File: src/rtl/gpr_pkg.sv
// Shared types and helpers for the general-purpose register file and its control unit.
package gpr_pkg;

    typedef enum logic [1:0] {
        WopLoad = 2'd0,
        WopInc  = 2'd1,
        WopDec  = 2'd2,
        WopZero = 2'd3
    } wop_e;

    // Widest register the compute helper supports; callers extend in and truncate out.
    localparam int unsigned MaxWidth = 64;

    function automatic logic [MaxWidth-1:0] wop_compute(
        input wop_e                op,
        input logic [MaxWidth-1:0] cur,
        input logic [MaxWidth-1:0] din
    );
        logic [MaxWidth-1:0] res;
        case (op)
            WopLoad: res = din;
            WopInc:  res = cur + MaxWidth'(1);
            WopDec:  res = cur - MaxWidth'(1);
            default: res = '0;
        endcase
        return res;
    endfunction

    function automatic logic addr_in_range(input int unsigned addr, input int unsigned depth);
        return addr < depth;
    endfunction

endpackage

File: src/rtl/gpr_if.sv
// Control-unit / write-back side bundle of the register file: write, two reads, reservation.
interface gpr_if
    import gpr_pkg::*;
#(
    parameter int unsigned WIDTH = 8,
    parameter int unsigned AW    = 3
);
    logic             wa;
    wop_e             wop;
    logic [AW-1:0]    waddr;
    logic [WIDTH-1:0] data_in;
    logic             oa;
    logic [AW-1:0]    raddr_a;
    logic [WIDTH-1:0] data_out_a;
    logic             ob;
    logic [AW-1:0]    raddr_b;
    logic [WIDTH-1:0] data_out_b;
    logic             busy_a;
    logic             busy_b;
    logic             rsv;
    logic [AW-1:0]    rsv_addr;
    logic             rsv_ok;

    modport master (
        output wa, wop, waddr, data_in, oa, raddr_a, ob, raddr_b, rsv, rsv_addr,
        input  data_out_a, data_out_b, busy_a, busy_b, rsv_ok
    );

    modport slave (
        input  wa, wop, waddr, data_in, oa, raddr_a, ob, raddr_b, rsv, rsv_addr,
        output data_out_a, data_out_b, busy_a, busy_b, rsv_ok
    );
endinterface

File: src/rtl/gpr_scoreboard.sv
// Per-register busy bits for in-flight producers; a reservation set beats a write-back clear.
module gpr_scoreboard
    import gpr_pkg::*;
#(
    parameter int unsigned DEPTH   = 8,
    parameter bit          ZERO_R0 = 1'b0,
    parameter int unsigned AW      = 3
) (
    input  logic             clk,
    input  logic             clr,
    input  logic             wr_en,
    input  logic [AW-1:0]    wr_addr,
    input  logic             rsv,
    input  logic [AW-1:0]    rsv_addr,
    output logic             rsv_ok,
    output logic [DEPTH-1:0] busy
);
    logic [DEPTH-1:0] busy_q, busy_d;
    logic             rsv_busy;

    always_comb begin
        rsv_busy = 1'b0;
        for (int i = 0; i < DEPTH; i++) begin
            if (rsv_addr == AW'(i)) rsv_busy = busy_q[i];
        end
    end

    assign rsv_ok = rsv & addr_in_range(32'(rsv_addr), DEPTH) & ~rsv_busy
                  & ~(ZERO_R0 && (rsv_addr == '0));

    // Clear first so an accepted reservation on the same register leaves it busy.
    always_comb begin
        busy_d = busy_q;
        for (int i = 0; i < DEPTH; i++) begin
            if (wr_en && (wr_addr == AW'(i))) busy_d[i] = 1'b0;
            if (rsv_ok && (rsv_addr == AW'(i))) busy_d[i] = 1'b1;
        end
    end

    always_ff @(posedge clk) begin
        if (clr) busy_q <= '0;
        else     busy_q <= busy_d;
    end

    assign busy = busy_q;

endmodule

File: src/rtl/gpr_file.sv
// General-purpose register file: one write port with LOAD/INC/DEC/ZERO, two gated async reads.
module gpr_file
    import gpr_pkg::*;
#(
    parameter int unsigned WIDTH   = 8,
    parameter int unsigned DEPTH   = 8,
    parameter bit          ZERO_R0 = 1'b0
) (
    input  logic  clk,
    input  logic  clr,
    gpr_if.slave  bus
);
    localparam int unsigned AW = (DEPTH > 2) ? $clog2(DEPTH) : 1;

    logic [WIDTH-1:0] regs_q [DEPTH];
    logic [WIDTH-1:0] regs_d [DEPTH];
    logic [WIDTH-1:0] wr_cur, wr_val;
    logic [WIDTH-1:0] rd_a, rd_b;
    logic             busy_rd_a, busy_rd_b;
    logic             wr_ok;
    logic [DEPTH-1:0] busy;

    assign wr_ok = bus.wa & addr_in_range(32'(bus.waddr), DEPTH)
                 & ~(ZERO_R0 && (bus.waddr == '0));

    always_comb begin
        wr_cur = '0;
        for (int i = 0; i < DEPTH; i++) begin
            if (bus.waddr == AW'(i)) wr_cur = regs_q[i];
        end
    end

    assign wr_val = WIDTH'(wop_compute(bus.wop, MaxWidth'(wr_cur), MaxWidth'(bus.data_in)));

    always_comb begin
        for (int i = 0; i < DEPTH; i++) begin
            regs_d[i] = regs_q[i];
            if (wr_ok && (bus.waddr == AW'(i))) regs_d[i] = wr_val;
        end
    end

    always_ff @(posedge clk) begin
        if (clr) begin
            for (int i = 0; i < DEPTH; i++) regs_q[i] <= '0;
        end else begin
            regs_q <= regs_d;
        end
    end

    gpr_scoreboard #(
        .DEPTH   (DEPTH),
        .ZERO_R0 (ZERO_R0),
        .AW      (AW)
    ) u_scoreboard (
        .clk      (clk),
        .clr      (clr),
        .wr_en    (wr_ok),
        .wr_addr  (bus.waddr),
        .rsv      (bus.rsv),
        .rsv_addr (bus.rsv_addr),
        .rsv_ok   (bus.rsv_ok),
        .busy     (busy)
    );

    // Out-of-range addresses match no entry and fall through to zero / not busy.
    always_comb begin
        rd_a      = '0;
        rd_b      = '0;
        busy_rd_a = 1'b0;
        busy_rd_b = 1'b0;
        for (int i = 0; i < DEPTH; i++) begin
            if (bus.raddr_a == AW'(i)) begin
                busy_rd_a = busy[i];
                if (!(ZERO_R0 && (i == 0))) rd_a = regs_q[i];
            end
            if (bus.raddr_b == AW'(i)) begin
                busy_rd_b = busy[i];
                if (!(ZERO_R0 && (i == 0))) rd_b = regs_q[i];
            end
        end
    end

    assign bus.data_out_a = bus.oa ? rd_a : '0;
    assign bus.data_out_b = bus.ob ? rd_b : '0;
    assign bus.busy_a     = bus.oa & busy_rd_a;
    assign bus.busy_b     = bus.ob & busy_rd_b;

endmodule

File: src/flat_wrapper.sv
// flat-port wrapper written by rule: the top's interface ports become plain ports
module gpr_file_flat import gpr_pkg::*;
#(
    parameter int unsigned WIDTH   = 8,
    parameter int unsigned DEPTH   = 8,
    parameter bit          ZERO_R0 = 1'b0
)
  (clk, clr, bus_wa, bus_wop, bus_waddr, bus_data_in, bus_oa, bus_raddr_a, bus_ob, bus_raddr_b, bus_rsv, bus_rsv_addr, bus_data_out_a, bus_data_out_b, bus_busy_a, bus_busy_b, bus_rsv_ok);
  gpr_if #(.WIDTH(WIDTH), .AW(3)) bus_i ();
  input  logic clk;
  input  logic clr;
  input wire logic [$bits(bus_i.wa)-1:0] bus_wa;
  input wire logic [$bits(bus_i.wop)-1:0] bus_wop;
  input wire logic [$bits(bus_i.waddr)-1:0] bus_waddr;
  input wire logic [$bits(bus_i.data_in)-1:0] bus_data_in;
  input wire logic [$bits(bus_i.oa)-1:0] bus_oa;
  input wire logic [$bits(bus_i.raddr_a)-1:0] bus_raddr_a;
  input wire logic [$bits(bus_i.ob)-1:0] bus_ob;
  input wire logic [$bits(bus_i.raddr_b)-1:0] bus_raddr_b;
  input wire logic [$bits(bus_i.rsv)-1:0] bus_rsv;
  input wire logic [$bits(bus_i.rsv_addr)-1:0] bus_rsv_addr;
  output wire logic [$bits(bus_i.data_out_a)-1:0] bus_data_out_a;
  output wire logic [$bits(bus_i.data_out_b)-1:0] bus_data_out_b;
  output wire logic [$bits(bus_i.busy_a)-1:0] bus_busy_a;
  output wire logic [$bits(bus_i.busy_b)-1:0] bus_busy_b;
  output wire logic [$bits(bus_i.rsv_ok)-1:0] bus_rsv_ok;
  assign bus_i.wa = bus_wa;
  assign bus_i.wop = bus_wop;
  assign bus_i.waddr = bus_waddr;
  assign bus_i.data_in = bus_data_in;
  assign bus_i.oa = bus_oa;
  assign bus_i.raddr_a = bus_raddr_a;
  assign bus_i.ob = bus_ob;
  assign bus_i.raddr_b = bus_raddr_b;
  assign bus_i.rsv = bus_rsv;
  assign bus_i.rsv_addr = bus_rsv_addr;
  assign bus_data_out_a = bus_i.data_out_a;
  assign bus_data_out_b = bus_i.data_out_b;
  assign bus_busy_a = bus_i.busy_a;
  assign bus_busy_b = bus_i.busy_b;
  assign bus_rsv_ok = bus_i.rsv_ok;
  gpr_file #(.WIDTH(WIDTH), .DEPTH(DEPTH), .ZERO_R0(ZERO_R0)) u_core (.clk(clk), .clr(clr), .bus(bus_i));
endmodule
File: config.mk
export PLATFORM = sky130hd
export DESIGN_NAME = gpr_file_flat
export DESIGN_NICKNAME = d
export VERILOG_FILES = /design/src/rtl/gpr_pkg.sv /design/src/rtl/gpr_if.sv /design/src/rtl/gpr_scoreboard.sv /design/src/rtl/gpr_file.sv /design/src/flat_wrapper.sv
export SDC_FILE = /design/constraint.sdc
export NUM_CORES = 1
export LEC_CHECK = 0
export BUFFER_PORTS_ARGS = -buffer_cell sky130_fd_sc_hd__buf_2
export CAP_MARGIN = 20
export CORE_MARGIN = 2
export CORE_UTILIZATION = 45
export CTS_BUF_LIST = sky130_fd_sc_hd__clkbuf_4 sky130_fd_sc_hd__clkbuf_8
export CTS_CLUSTER_DIAMETER = 200
export DETAILED_ROUTE_END_ITERATION = 6
export GPL_TIMING_DRIVEN = 1
export PLACE_DENSITY = 0.74
export SLEW_MARGIN = 20
export SYNTH_ARGS = -nofsm -noshare
export SYNTH_HDL_FRONTEND = slang
export SYNTH_SLANG_ARGS = --single-unit
File: constraint.sdc
create_clock -name clk -period 3.8 [get_ports clk]
set_input_delay 0 -clock clk [delete_from_list [all_inputs] [get_ports clk]]
set_output_delay 0 -clock clk [all_outputs]
set_load 0.05 [all_outputs]
==> out/metrics.cfg, run 1 <==
[layout]
finalNonFillerCells=741
utilization=0.5023
syn2layout_area_growth_pct=7.510
nFillCells=1032
drive_gt1_frac=0.1847
diodes=0
final_nets=634

[sta]
tns_ns=0
slew_violations=0
hold_violations=0
finalCritPeriodShare=0.8116
slew_headroom=0.3721
rsz0062_at_grt=false
setup_violations=0
period_needed_ns=3.084
fmax_mhz=324.2
tightest_slew_ns=0.9392
whs_ns=0.01408
final.setup_skew_ns=0.01029

[status]
status=finished, final reports clean

[global_route]
grtUsageMet3=0.04101
grtUsageMet1=0.3380
grt.busiest_layer=met2
grtUsageTotal=0.2559
use_met2=0.4106
grt_pass1_vias=4789
antenna_found_initial=0
grt_max_degree=81
grt_pass1_wl_mm=25.21
gr-total-overflow=0

[worst_setup_path]
cp_cell_sequence=mux4_2, mux2_2, ha_1, a211o_1, a211oi_1, o21bai_1, o21bai_1, a311oi_4, o31ai_1
crit_type=reg -> reg
path_buf_inv=0
crit_path_max_fanout=8
worst_path_dominant_cell_family=compound AO/OA/AOI/OAI gates
crit_arrival_ns=3.30
cp.required_ns=4.02
start_kind=flip-flop
cp_slowest_cell=mux4_2
crit_path_end_kind=flip-flop
crit_top_cell=o21bai_1
slowest_delay_ns=0.47

[route]
drt_iter0_drc=516
firstDrtPassIters=5
drt-wirelength-per-cell_um=21.21
ant_nets=0
num_vias=4920
remaining_drc_errors=0
vias_per_cell=6.640
wirelength_mm=15.72

[floorplan]
dieHeight_um=110.8
start_util=0.4672
core_um2=10980
io_pins=47
num_rows=38
die-width_um=110.8
dieArea_um2=12270

[synthesis]
synth_top_area_frac=0.2809
synthCells=596
syn_area_um2=5131
synth.distinct_cells=54
synth_seq_area_share=0.2809
ys_top_cells_by_count=72 x dfxtp_1, 67 x nor2_1, 42 x a21oi_1, 42 x clkbuf_1, 40 x nand2_1
synth.area.top_cells=dfxtp_1 28%, mux4_2 12%, mux2i_1 6.0%
synth_top_cell_by_area=dfxtp_1
yosysMostFrequentCell=dfxtp_1
avgSynthCellArea_um2=8.609
postSynth.asyncResetShare=0
ys_ff_latch=72
synth-edff-count=0
synth_warnings=0
synth_nets=634
synth_flop_cell=dfxtp_1

[placed_design]
hpwl_mm=10.28
dp.cells=725
place.gp.congestion=0.9513
port_buffers=46

[clock_tree]
post_cts_buffers=0
clkSinkCount=72
cts-root-buf=clkbuf_8
cts_made_buffers=9
cts-hold-fix-buffers=0
clk_pin_slew_ns=0.08
h-tree-depth=3
clockBufferDepth=2
ctsResizeCount=0
insertion_delay_ns=0.37
cts_tree=built

[pwr]
peakVddDrop_v=0.0001469
power.density_nw_per_um2=322.6
p_leak_uw=0.002130

[job]
max_cap_viol_count=0

[min_path]
hold_path.class=in -> reg

[path summary, 6_finish.rpt]
kind,from,end,slack [ns],cells past startpoint
max,u_core.regs_q[34],u_core.regs_q[15],0.72,9
min,bus_rsv_addr[0],u_core.u_scoreboard.busy[5],0.01,3
max reg2reg,u_core.regs_q[34],u_core.regs_q[15],0.72,9
min reg2reg,u_core.regs_q[49],u_core.regs_q[49],0.50,2
[logic make-up after synthesis]
family                   count (synthesis)  synth area share
AO/OA/AOI/OAI                          171            0.2307
buffers and inverters                   72           0.05779
multiplexers                            70            0.2053
AND/OR/NAND/NOR                        196            0.1909
adder cells (fa/ha/maj)                 10           0.02585
XOR/XNOR                                 5          0.008534
flip-flops                              72            0.2809
[metrics by stage]
| stage | setup slack [ns] | total power [µW] | cell area [µm²] |
|---|---|---|---|
| 6_report | 0.7158 | 1779 | 5517 |
| 5_1_grt | 0.5415 | 1842 | 5517 |
| 4_1_cts | 0.7380 | 1779 | 5517 |
| 3_5_place_dp | 0.5699 | 1119 | 5300 |
| 3_3_place_gp | 0.6446 | 1114 | 5300 |
| 2_1_floorplan | 0.8208 | 1039 | 5131 |
[per-layer routing]
metal  vias to the layer above  routed length [µm]
li1                       2212                   -
met1                      2380                6601
met2                       290                7336
met3                        38                1362
met4                         0                 417
met5                         -                   0
[registers in the layout, summed over array words and instances, names as in the netlist]
name                      cells
u_core.regs_q                64
u_core.u_scoreboard.busy      8
[layout make-up]
| cell class | instances | area, µm² | share of cell area |
|---|---|---|---|
| clock buffers | 12 | 165.2 | 0.02994 |
| clock inverters | 4 | 51.30 | 0.009299 |
| inverters | 14 | 52.55 | 0.009526 |
| multi-input cells | 452 | 3393 | 0.6151 |
| flip-flops and latches | 72 | 1441 | 0.2613 |
| well taps | 140 | 175.2 | 0.03175 |
| repair buffers | 47 | 237.7 | 0.04309 |
[worst reg2reg max path, delay by kind of cell (launching register included)]
kind	cells	cell delay (ns)
flip-flops	1	0.37
multiplexers	2	0.75
AO/OA/AOI/OAI	6	1.44
adder cells (fa/ha/maj)	1	0.38
[power breakdown]
| part | switching [µW] | internal [µW] | leakage, µW | total (µW) |
|---|---|---|---|---|
| combinational | 221 | 107 | 0.00144 | 328 |
| sequential | 14.5 | 766 | 0.000581 | 781 |
| clock | 313 | 357 | 0.000109 | 671 |
| total | 549 | 1230 | 0.00213 | 1780 |
[layout by cell type, fill, tap and decap left out, types with 9 or more instances in the layout]
| cell | n |
|---|---|
| nand3_1 | 19 |
| dfxtp_1 | 72 |
| nand3b_1 | 36 |
| a22oi_1 | 21 |
| buf_2 | 46 |
| clkbuf_8 | 12 |
| a21oi_1 | 42 |
| mux4_2 | 27 |
| nor2b_1 | 11 |
| nor2_1 | 67 |
| nand2_1 | 40 |
| o21a_1 | 9 |
| mux2_2 | 12 |
| nand2b_1 | 11 |
| inv_1 | 14 |
| ha_1 | 9 |
| o21ai_0 | 32 |
| mux2i_1 | 31 |
Power figures use the tool's default switching activity.
==> run 2: changes to the inputs <==
--- a/config.mk
+++ b/config.mk
@@ -5,6 +5,7 @@
 export SDC_FILE = /design/constraint.sdc
 export NUM_CORES = 1
 export LEC_CHECK = 0
+export ABC_AREA = 1
 export BUFFER_PORTS_ARGS = -buffer_cell sky130_fd_sc_hd__buf_2
 export CAP_MARGIN = 20
 export CORE_MARGIN = 2
@@ -13,7 +14,7 @@
 export CTS_CLUSTER_DIAMETER = 200
 export DETAILED_ROUTE_END_ITERATION = 6
 export GPL_TIMING_DRIVEN = 1
-export PLACE_DENSITY = 0.74
+export PLACE_DENSITY = 0.75
 export SLEW_MARGIN = 20
 export SYNTH_ARGS = -nofsm -noshare
 export SYNTH_HDL_FRONTEND = slang
==> constraint.sdc (replaced) <==
create_clock -name clk -period 3.2 [get_ports clk]
set_input_delay 0 -clock clk [delete_from_list [all_inputs] [get_ports clk]]
set_output_delay 0 -clock clk [all_outputs]
set_load 0.05 [all_outputs]
==> run 2 against run 1 <==
Against the previous run:
- critical path type unchanged
- final cell count grew 17%
- critical path depth grew 9
- wire length grew 1.2%
- non-clock buffer count grew 15
- maximum frequency grew 7.5%
- synthesized cell count grew 14%
- global-route usage grew 3.7 points
==> out/metrics.cfg, run 2 <==
[placed_design]
port_buffers=46  ; unchanged
hpwl_mm=11.62  ; was 10.28 mm
dp.cells=844  ; was 725
place.gp.congestion=0.9975  ; was 0.9513

[sta]
tightest_slew_ns=1.133  ; was 0.9392 ns
whs_ns=0.02976  ; was 0.01408 ns
finalCritPeriodShare=0.8967  ; was 0.8116
slew_violations=0  ; unchanged
hold_violations=0  ; unchanged
period_needed_ns=2.869  ; was 3.084 ns
fmax_mhz=348.5  ; was 324.2 MHz
rsz0062_at_grt=false  ; unchanged
slew_headroom=0.2386  ; was 0.3721
tns_ns=0  ; unchanged
setup_violations=0  ; unchanged
final.setup_skew_ns=0.01102  ; was 0.01029 ns

[synthesis]
ys_ff_latch=72  ; unchanged
synth_top_area_frac=0.3161  ; was 0.2809
syn_area_um2=4559  ; was 5131 µm²
synth_top_cell_by_area=dfxtp_1  ; unchanged
synth.distinct_cells=34  ; was 54
ys_top_cells_by_count=112 x a21oi_1, 111 x nand2_1, 101 x o21ai_0, 74 x inv_1, 72 x dfxtp_1  ; was 72 x dfxtp_1, 67 x nor2_1, 42 x a21oi_1, 42 x clkbuf_1, 40 x nand2_1
synth-edff-count=0  ; unchanged
synth_warnings=0  ; unchanged
postSynth.asyncResetShare=0  ; unchanged
synth.area.top_cells=dfxtp_1 32%, a21oi_1 12%, o21ai_0 11%  ; was dfxtp_1 28%, mux4_2 12%, mux2i_1 6.0%
synth_seq_area_share=0.3161  ; was 0.2809
avgSynthCellArea_um2=6.725  ; was 8.609 µm²
synth_flop_cell=dfxtp_1  ; unchanged
synthCells=678  ; was 596
yosysMostFrequentCell=a21oi_1  ; was dfxtp_1
synth_nets=716  ; was 634

[worst_setup_path]
crit_type=reg -> reg  ; unchanged
cp.required_ns=3.42  ; was 4.02 ns
cp_slowest_cell=fa_1  ; was mux4_2
crit_arrival_ns=3.09  ; was 3.30 ns
r2r-start=u_core.regs_q[49]  ; was u_core.regs_q[34]
cp_cell_sequence=a21oi_1, o21ai_0, o21ai_0, o21ai_0, a211oi_2, a21oi_2, fa_1, nand2_1, nand2_1, a21oi_1, nor2_1, nor2_1, nor2_1, nor2_1, xor2_1, o21ai_0, nand2_2, a21oi_1  ; was mux4_2, mux2_2, ha_1, a211o_1, a211oi_1, o21bai_1, o21bai_1, a311oi_4, o31ai_1
startpoint=u_core.regs_q[49]  ; was u_core.regs_q[34]
crit_path_end_kind=flip-flop  ; unchanged
reg2regPathDepth=18  ; was 9
slowest_delay_ns=0.45  ; was 0.47 ns
rrSetupSlack_ns=0.33  ; was 0.72 ns
r2r-end=u_core.regs_q[54]  ; was u_core.regs_q[15]
crit_path_max_fanout=8  ; unchanged
crit_path_end=u_core.regs_q[54]  ; was u_core.regs_q[15]
start_kind=flip-flop  ; unchanged

[clock_tree]
clk_pin_slew_ns=0.08  ; about the same
cts_tree=built  ; unchanged
cts_made_buffers=9  ; unchanged
insertion_delay_ns=0.37  ; about the same
clockBufferDepth=2  ; unchanged
clkSinkCount=72  ; unchanged
cts-root-buf=clkbuf_8  ; unchanged
h-tree-depth=3  ; unchanged
post_cts_buffers=0  ; unchanged

[route]
vias_per_cell=6.124  ; was 6.640
num_vias=5303  ; was 4,920
remaining_drc_errors=0  ; unchanged
drt-wirelength-per-cell_um=18.38  ; was 21.21 µm
wirelength_mm=15.91  ; was 15.72 mm
ant_nets=0  ; unchanged
firstDrtPassIters=6  ; was 5
drt_iter0_drc=645  ; was 516

[global_route]
grt_pass1_vias=4945  ; was 4,789
gr-total-overflow=0  ; unchanged
grt_pass1_wl_mm=25.45  ; was 25.21 mm
antenna_found_initial=0  ; unchanged
grtUsageTotal=0.2933  ; was 0.2559
grt_max_degree=65  ; was 81

[status]
status=finished, final reports clean  ; unchanged

[layout]
nFillCells=995  ; was 1,032
utilization=0.5320  ; was 0.5023
largest_reg_flops=64  ; unchanged
top_register=u_core.regs_q  ; unchanged
multiInputGateArea_um2=2739  ; was 3393 µm²
final_cell_mix=111 x a21oi_1, 110 x nand2_1, 101 x o21ai_0, 74 x inv_1, 72 x dfxtp_1  ; was 72 x dfxtp_1, 67 x nor2_1, 46 x buf_2, 42 x a21oi_1, 40 x nand2_1
seq_area_um2=1441  ; unchanged
final_common_cell=a21oi_1  ; was dfxtp_1
final_nets=766  ; was 634
finalNonFillerCells=866  ; was 741
drive_gt1_frac=0.1610  ; was 0.1847
diodes=0  ; unchanged
syn2layout_area_growth_pct=14.57  ; was 7.510%

[floorplan]
dieArea_um2=10950  ; was 12,270 µm²
dieHeight_um=104.7  ; was 110.8 µm
core_um2=9819  ; was 10,980 µm²
num_rows=36  ; was 38
start_util=0.4643  ; was 0.4672
die-width_um=104.7  ; was 110.8 µm
io_pins=47  ; unchanged

[pwr]
peakVddDrop_v=0.0001763  ; was 0.0001469 V
p_leak_uw=0.002163  ; was 0.002130 µW
power.density_nw_per_um2=416.0  ; was 322.6 nW/µm²

[min_path]
hold_path.class=in -> reg  ; unchanged

[job]
max_cap_viol_count=0  ; unchanged

[run 2: cell type report]
class / instances / share of cell area
inverters: 83 / 0.05964
well taps: 133 / 0.03186
multi-input cells: 500 / 0.5243
flip-flops and latches: 72 / 0.2759
clock inverters: 7 / 0.01509
repair buffers: 62 / 0.06946
clock buffers: 9 / 0.02371
[run 2: cells by family after synthesis]
| family | count (synthesis) | synth area share |
|---|---|---|
| xor gates and xnor gates | 1 | 0.001921 |
| adders and majority gates | 10 | 0.02909 |
| and+or+nand+nor | 203 | 0.1973 |
| DFF | 72 | 0.3161 |
| buffers and inverters | 106 | 0.08837 |
| AOI/OAI and AO/OA | 286 | 0.3672 |
[run 2: worst min path at each step]
stage,end,start,cells past startpoint,slack (ns)
after global routing,u_core.u_scoreboard.busy[7],bus_rsv,5,0.06
after CTS,u_core.u_scoreboard.busy[5],bus_rsv,5,0.02
after global placement,u_core.u_scoreboard.busy[2],clr,2,0.29
after floorplan,u_core.u_scoreboard.busy[1],bus_rsv_addr[0],2,0.17
after detailed placement,u_core.u_scoreboard.busy[6],clr,2,0.31
final,u_core.u_scoreboard.busy[5],bus_rsv,5,0.03
[run 2: layer usage]
layer | wire length, µm | vias up | GRT usage
li1 | - | 2495 | -
met1 | 6701 | 2452 | 0.4000
met2 | 7103 | 302 | 0.4519
met3 | 1483 | 54 | 0.04242
met4 | 626 | 0 | 0.1476
met5 | 0 | - | 0
[run 2: through the flow]
step	instance area, µm²	setup WS (ns)	total power, µW
2_1_floorplan	4559	0.7002	1272
3_3_place_gp	4940	0.2035	1412
3_5_place_dp	4940	0.1138	1421
4_1_cts	5192	0.2492	2166
5_1_grt	5224	0.03341	2263
6_report	5224	0.3306	2173
[run 2: power breakdown]
| part | leakage, µW | switching, µW | internal [µW] |
|---|---|---|---|
| Combinational | 0.00147 | 335 | 130 |
| Sequential | 0.000585 | 30.0 | 927 |
| Clock | 0.000104 | 383 | 368 |
[run 2: what timing repair did]
| item | CTS | global route |
|---|---|---|
| hold buffers | 5 | 0 |
| hold endpoints to repair | 8 | 0 |
| gates resized for setup | 0 | 3 |
| setup endpoints to repair | 0 | 8 |
[run 2: worst max-delay path: cells and delay by family (launching register included)]
family	cells	cell delay, ns
fa+ha+maj	1	0.45
flops	1	0.34
compound gates	9	1.17
simple gates	7	0.61
xor+xnor	1	0.15
